--- src/rtl/qpsk_symbol_mapper.sv ---
// Serial-bit to QPSK rectangular-pulse mapper: pairs bits into Gray-coded symbols (first bit -> I),
// holds each symbol for SPS samples, with a one-symbol pending buffer for gap-free output.
module qpsk_symbol_mapper #(
  parameter int unsigned SAMPLE_W = 16,
  parameter int unsigned AMP      = 8192,
  parameter int unsigned SPS      = 4
) (
  input  logic                clk,
  input  logic                rst,
  input  logic                in_valid,
  input  logic                in_data,
  output logic                in_ready,
  output logic                out_valid,
  output logic [SAMPLE_W-1:0] out_i,
  output logic [SAMPLE_W-1:0] out_q,
  output logic                out_sym_start,
  input  logic                out_ready
);

  localparam int unsigned         CntW   = $clog2(SPS);
  localparam logic [CntW-1:0]     CntMax = CntW'(SPS - 1);
  localparam logic [SAMPLE_W-1:0] PosAmp = SAMPLE_W'(AMP);
  localparam logic [SAMPLE_W-1:0] NegAmp = SAMPLE_W'(0) - PosAmp;

  logic            bitcnt_q, bitcnt_d;
  logic            first_bit_q, first_bit_d;
  logic            pend_valid_q, pend_valid_d;
  logic [1:0]      pend_bits_q, pend_bits_d;
  logic            cur_valid_q, cur_valid_d;
  logic [1:0]      cur_bits_q, cur_bits_d;
  logic [CntW-1:0] cnt_q, cnt_d;

  logic in_fire, out_fire, last_sample, load;

  // in_ready depends on state only, so out_ready never reaches it combinationally
  assign in_ready    = !(pend_valid_q && bitcnt_q);
  assign in_fire     = in_valid && in_ready;
  assign out_fire    = cur_valid_q && out_ready;
  assign last_sample = (cnt_q == CntMax);
  assign load        = pend_valid_q && (!cur_valid_q || (out_fire && last_sample));

  always_comb begin
    bitcnt_d     = bitcnt_q;
    first_bit_d  = first_bit_q;
    pend_valid_d = pend_valid_q;
    pend_bits_d  = pend_bits_q;
    cur_valid_d  = cur_valid_q;
    cur_bits_d   = cur_bits_q;
    cnt_d        = cnt_q;

    if (in_fire) begin
      if (!bitcnt_q) begin
        first_bit_d = in_data;
        bitcnt_d    = 1'b1;
      end else begin
        // second bit is only accepted with the pending slot empty, so this never races load
        pend_bits_d  = {first_bit_q, in_data};
        pend_valid_d = 1'b1;
        bitcnt_d     = 1'b0;
      end
    end

    if (load) begin
      cur_valid_d  = 1'b1;
      cur_bits_d   = pend_bits_q;
      cnt_d        = '0;
      pend_valid_d = 1'b0;
    end else if (out_fire) begin
      if (!last_sample) begin
        cnt_d = cnt_q + CntW'(1);
      end else begin
        cur_valid_d = 1'b0;
        cnt_d       = '0;
      end
    end
  end

  always_ff @(posedge clk) begin
    if (rst) begin
      bitcnt_q     <= 1'b0;
      first_bit_q  <= 1'b0;
      pend_valid_q <= 1'b0;
      pend_bits_q  <= 2'b00;
      cur_valid_q  <= 1'b0;
      cur_bits_q   <= 2'b00;
      cnt_q        <= '0;
    end else begin
      bitcnt_q     <= bitcnt_d;
      first_bit_q  <= first_bit_d;
      pend_valid_q <= pend_valid_d;
      pend_bits_q  <= pend_bits_d;
      cur_valid_q  <= cur_valid_d;
      cur_bits_q   <= cur_bits_d;
      cnt_q        <= cnt_d;
    end
  end

  always_comb begin
    out_valid     = cur_valid_q;
    out_sym_start = cur_valid_q && (cnt_q == '0);
    out_i         = '0;
    out_q         = '0;
    if (cur_valid_q) begin
      out_i = cur_bits_q[1] ? NegAmp : PosAmp;
      out_q = cur_bits_q[0] ? NegAmp : PosAmp;
    end
  end

endmodule

--- config.mk ---
export PLATFORM = sky130hd
export DESIGN_NAME = qpsk_symbol_mapper
export DESIGN_NICKNAME = d
export VERILOG_FILES = /design/src/rtl/qpsk_symbol_mapper.sv
export SDC_FILE = /design/constraint.sdc
export NUM_CORES = 1
export LEC_CHECK = 0
export CAP_MARGIN = 20
export CORE_MARGIN = 8
export CORE_UTILIZATION = 40
export CTS_CLUSTER_SIZE = 28
export DETAILED_ROUTE_END_ITERATION = 8
export PLACE_DENSITY = 0.85
export RECOVER_POWER = 50
export SYNTH_ARGS = -nofsm -noshare
export SYNTH_HDL_FRONTEND = slang
export SYNTH_SLANG_ARGS = --single-unit
--- constraint.sdc ---
create_clock -name clk -period 2.63 [get_ports clk]
set_input_delay 0.526 -clock clk [delete_from_list [all_inputs] [get_ports clk]]
set_output_delay 0.526 -clock clk [all_outputs]
set_load 0.01 [all_outputs]
==> results.cfg <==
[clock_tree]
clockRootBuffer = clkbuf_4
cts-buffers-inserted = 3
postCtsSetupBuffers = 0
clockBufferDepth = 2
cts_tree = yes
insertion_delay_ns = 0.26
clk_pin_slew_ns = 0.06
ctsResizeCount = 0
cts_max_level = 1
cts-hold-fix-buffers = 0
clock_sinks = 10

[setup_path]
critical_path_buf_inv_count = 2
cp.required_ns = 2.10
critPathTopFamily = buffers and inverters
reg2reg_depth = 4
crit_slowest_cell = clkdlybuf4s50_1
r2r_setup_slack_ns = 1.20
arrival_ns = 1.49
crit_type = reg -> out
startpoint = cnt_q[0]
r2r_start = cnt_q[0]
worst_path_largest_cell_delay_ns = 0.47
path_depth = 4
cp_max_fo = 4
critPathLaunchType = flop
cp_cell_sequence = inv_1 > ha_1 > and2_1 > clkdlybuf4s50_1
r2r-end = cur_bits_q[1]
endpoint_kind = primary output

[sta]
worst_pin_slew_ns = 0.535
finalHoldViolCount = 0
finalSetupViolCount = 0
min_period_over_period_pct = 76.6
slew_headroom_pct = 64.3
rsz0062_at_grt = no
setup_tns_ns = 0
drv_slew = 0
max_clock_freq_mhz = 496
period_minus_slack_ns = 2.02
fin_skew_ns = 0.00120
hold_slack_ns = 0.472

[job]
maxCapViolCount = 0

[placed_design]
dp_hpwl_um = 924
port_buffers = 13
globalplace.congestion = 0.693

[die]
fp.dieW_um = 57.7
die-area_mm2 = 0.00333
initial_core_util_pct = 41.2
num_rows = 15
ioPinCount = 40
core_mm2 = 0.00169
die_h_um = 57.7

[worst_hold_path]
min_path_type = reg -> reg
whs_path_depth = 2
min_to = cur_bits_q[0]
worstHoldStart = pend_bits_q[0]

[yosys]
synth.top_cells.by_area = buf_4 (32%), dfxtp_1 (29%), mux2i_1 (10%)
synthCells = 79
synth.distinct_cells = 18
ys_ff_latch = 10
yosys.area.top_type_share_pct = 32.4
ys_seq_area_share_pct = 28.8
yosys.area.top_type = buf_4
ys_warn_count = 0
synth_area_um2 = 696
syn_avg_cell_area_um2 = 8.81

[routing]
dr.pass1.iters = 2
drc = 0
ant_nets = 0
drt_iter0_markers = 6
routed-via-count = 417
viasPerCell = 3.93
wl_per_cell_um = 10.2
drt_wl_total_um = 1080

[global_route]
track_usage_pct = 6.57
grt_max_degree = 13
grt_pass1_wl_um = 1660
grt_pass1_vias = 364
antenna_found_initial = 0
overflow = 0

[cells_and_area]
nets = 97
num_antenna_cells = 0
syn2layout_area_growth_pct = 5.40
drive_above_1_share_pct = 7.87

[pwr]
power.density_mw_per_mm2 = 491
p_leak_nw = 0.350
ir_drop_mv = 0.324

[status]
status = completed
==> layout by cell type, fill, tap and decap left out, types with 3 or more instances in the layout <==
master           Yosys  routed
conb_1               1      26
dfxtp_1             10      10
clkdlybuf4s50_1      0      10
mux2i_1              7       7
nor2_1               7       7
nand2b_1             5       5
and2_1               3       3
nor3_2               3       3
clkbuf_4             0       3
dlygate4sd3_1        0       3
==> worst max path at each step <==
stage | end | slack [ns]
floorplan | out_i[15] | 1.32
detailed placement | cur_bits_q[1] | 0.77
CTS | out_sym_start | 0.61
global route | out_sym_start | 0.55
finish | out_sym_start | 0.61
global placement | cur_bits_q[0] | 0.84
==> flip-flops by register name (all words and copies together) (netlist names) <==
name / flops
bitcnt_q: 1
cnt_q: 2
cur_bits_q: 2
first_bit_q: 1
out_valid: 1
pend_bits_q: 2
pend_valid_q: 1
==> report_power, final <==
group          leakage [nW]  switching (mW)  internal [mW]  total (mW)
clock network        0.0210          0.0530         0.0841       0.137
registers            0.0814         0.00581          0.158       0.164
logic                 0.248          0.0363         0.0231      0.0594
total                 0.350          0.0951          0.265       0.360
==> metrics by stage <==
| stage | total power, mW | setup WS [ns] | cell area, um^2 | util [%] | instances |
|---|---|---|---|---|---|
| global route | 0.384 | 0.553 | 733 | 43.4 | 106 |
| detailed placement | 0.227 | 0.771 | 701 | 41.5 | 102 |
| finish | 0.360 | 0.614 | 733 | 43.4 | 106 |
| floorplan | 0.240 | 1.32 | 790 | - | 104 |
| global placement | 0.225 | 0.842 | 701 | 41.5 | 102 |
| CTS | 0.365 | 0.605 | 737 | 43.6 | 106 |
==> cells in the mapped netlist, drive strengths merged <==
cell type and number:
buf 31, dfxtp 10, mux2i 7, nor2 7
nand2b 5, and2 3, nor3 3, ha 2
inv 2, nand2 2, a21boi 1, a21oi 1
clkbuf 1, conb 1, nand3b 1, nor2b 1
o21ai 1
==> per-layer routing <==
layer,GRT usage (%),wire (um),vias up
li1,-,-,213
met1,6.20,425,174
met2,9.97,473,28
met3,4.19,166,2
met4,5.24,13,0
met5,0,0,-
==> final cells by class <==
class                   instances  area [um^2]
fillers                       183          956
flip-flops and latches         10          200
inverters                       2         7.51
repair buffers                 13          130
clock buffers                   4         36.3
well taps                      17         21.3
multi-input cells              60          338
==> kinds of logic (layout without fill, tap and decap cells) <==
| kind of cell | Yosys count | in the layout | share of synthesized area (%) |
|---|---|---|---|
| buf+inv | 34 | 19 | 35.6 |
| fa+ha+maj | 2 | 2 | 3.60 |
| compound gates | 3 | 3 | 3.06 |
| mux | 7 | 7 | 10.1 |
| other cells | 1 | 26 | 0.539 |
| flops | 10 | 10 | 28.8 |
| simple gates | 22 | 22 | 18.3 |
==> worst min-delay path, cell delays in order, from the launching register on <==
cell	delay, ns
dfxtp_1	0.31
nand2b_1	0.06
mux2i_1	0.06
No activity file was read; power rests on OpenSTA's default activity.
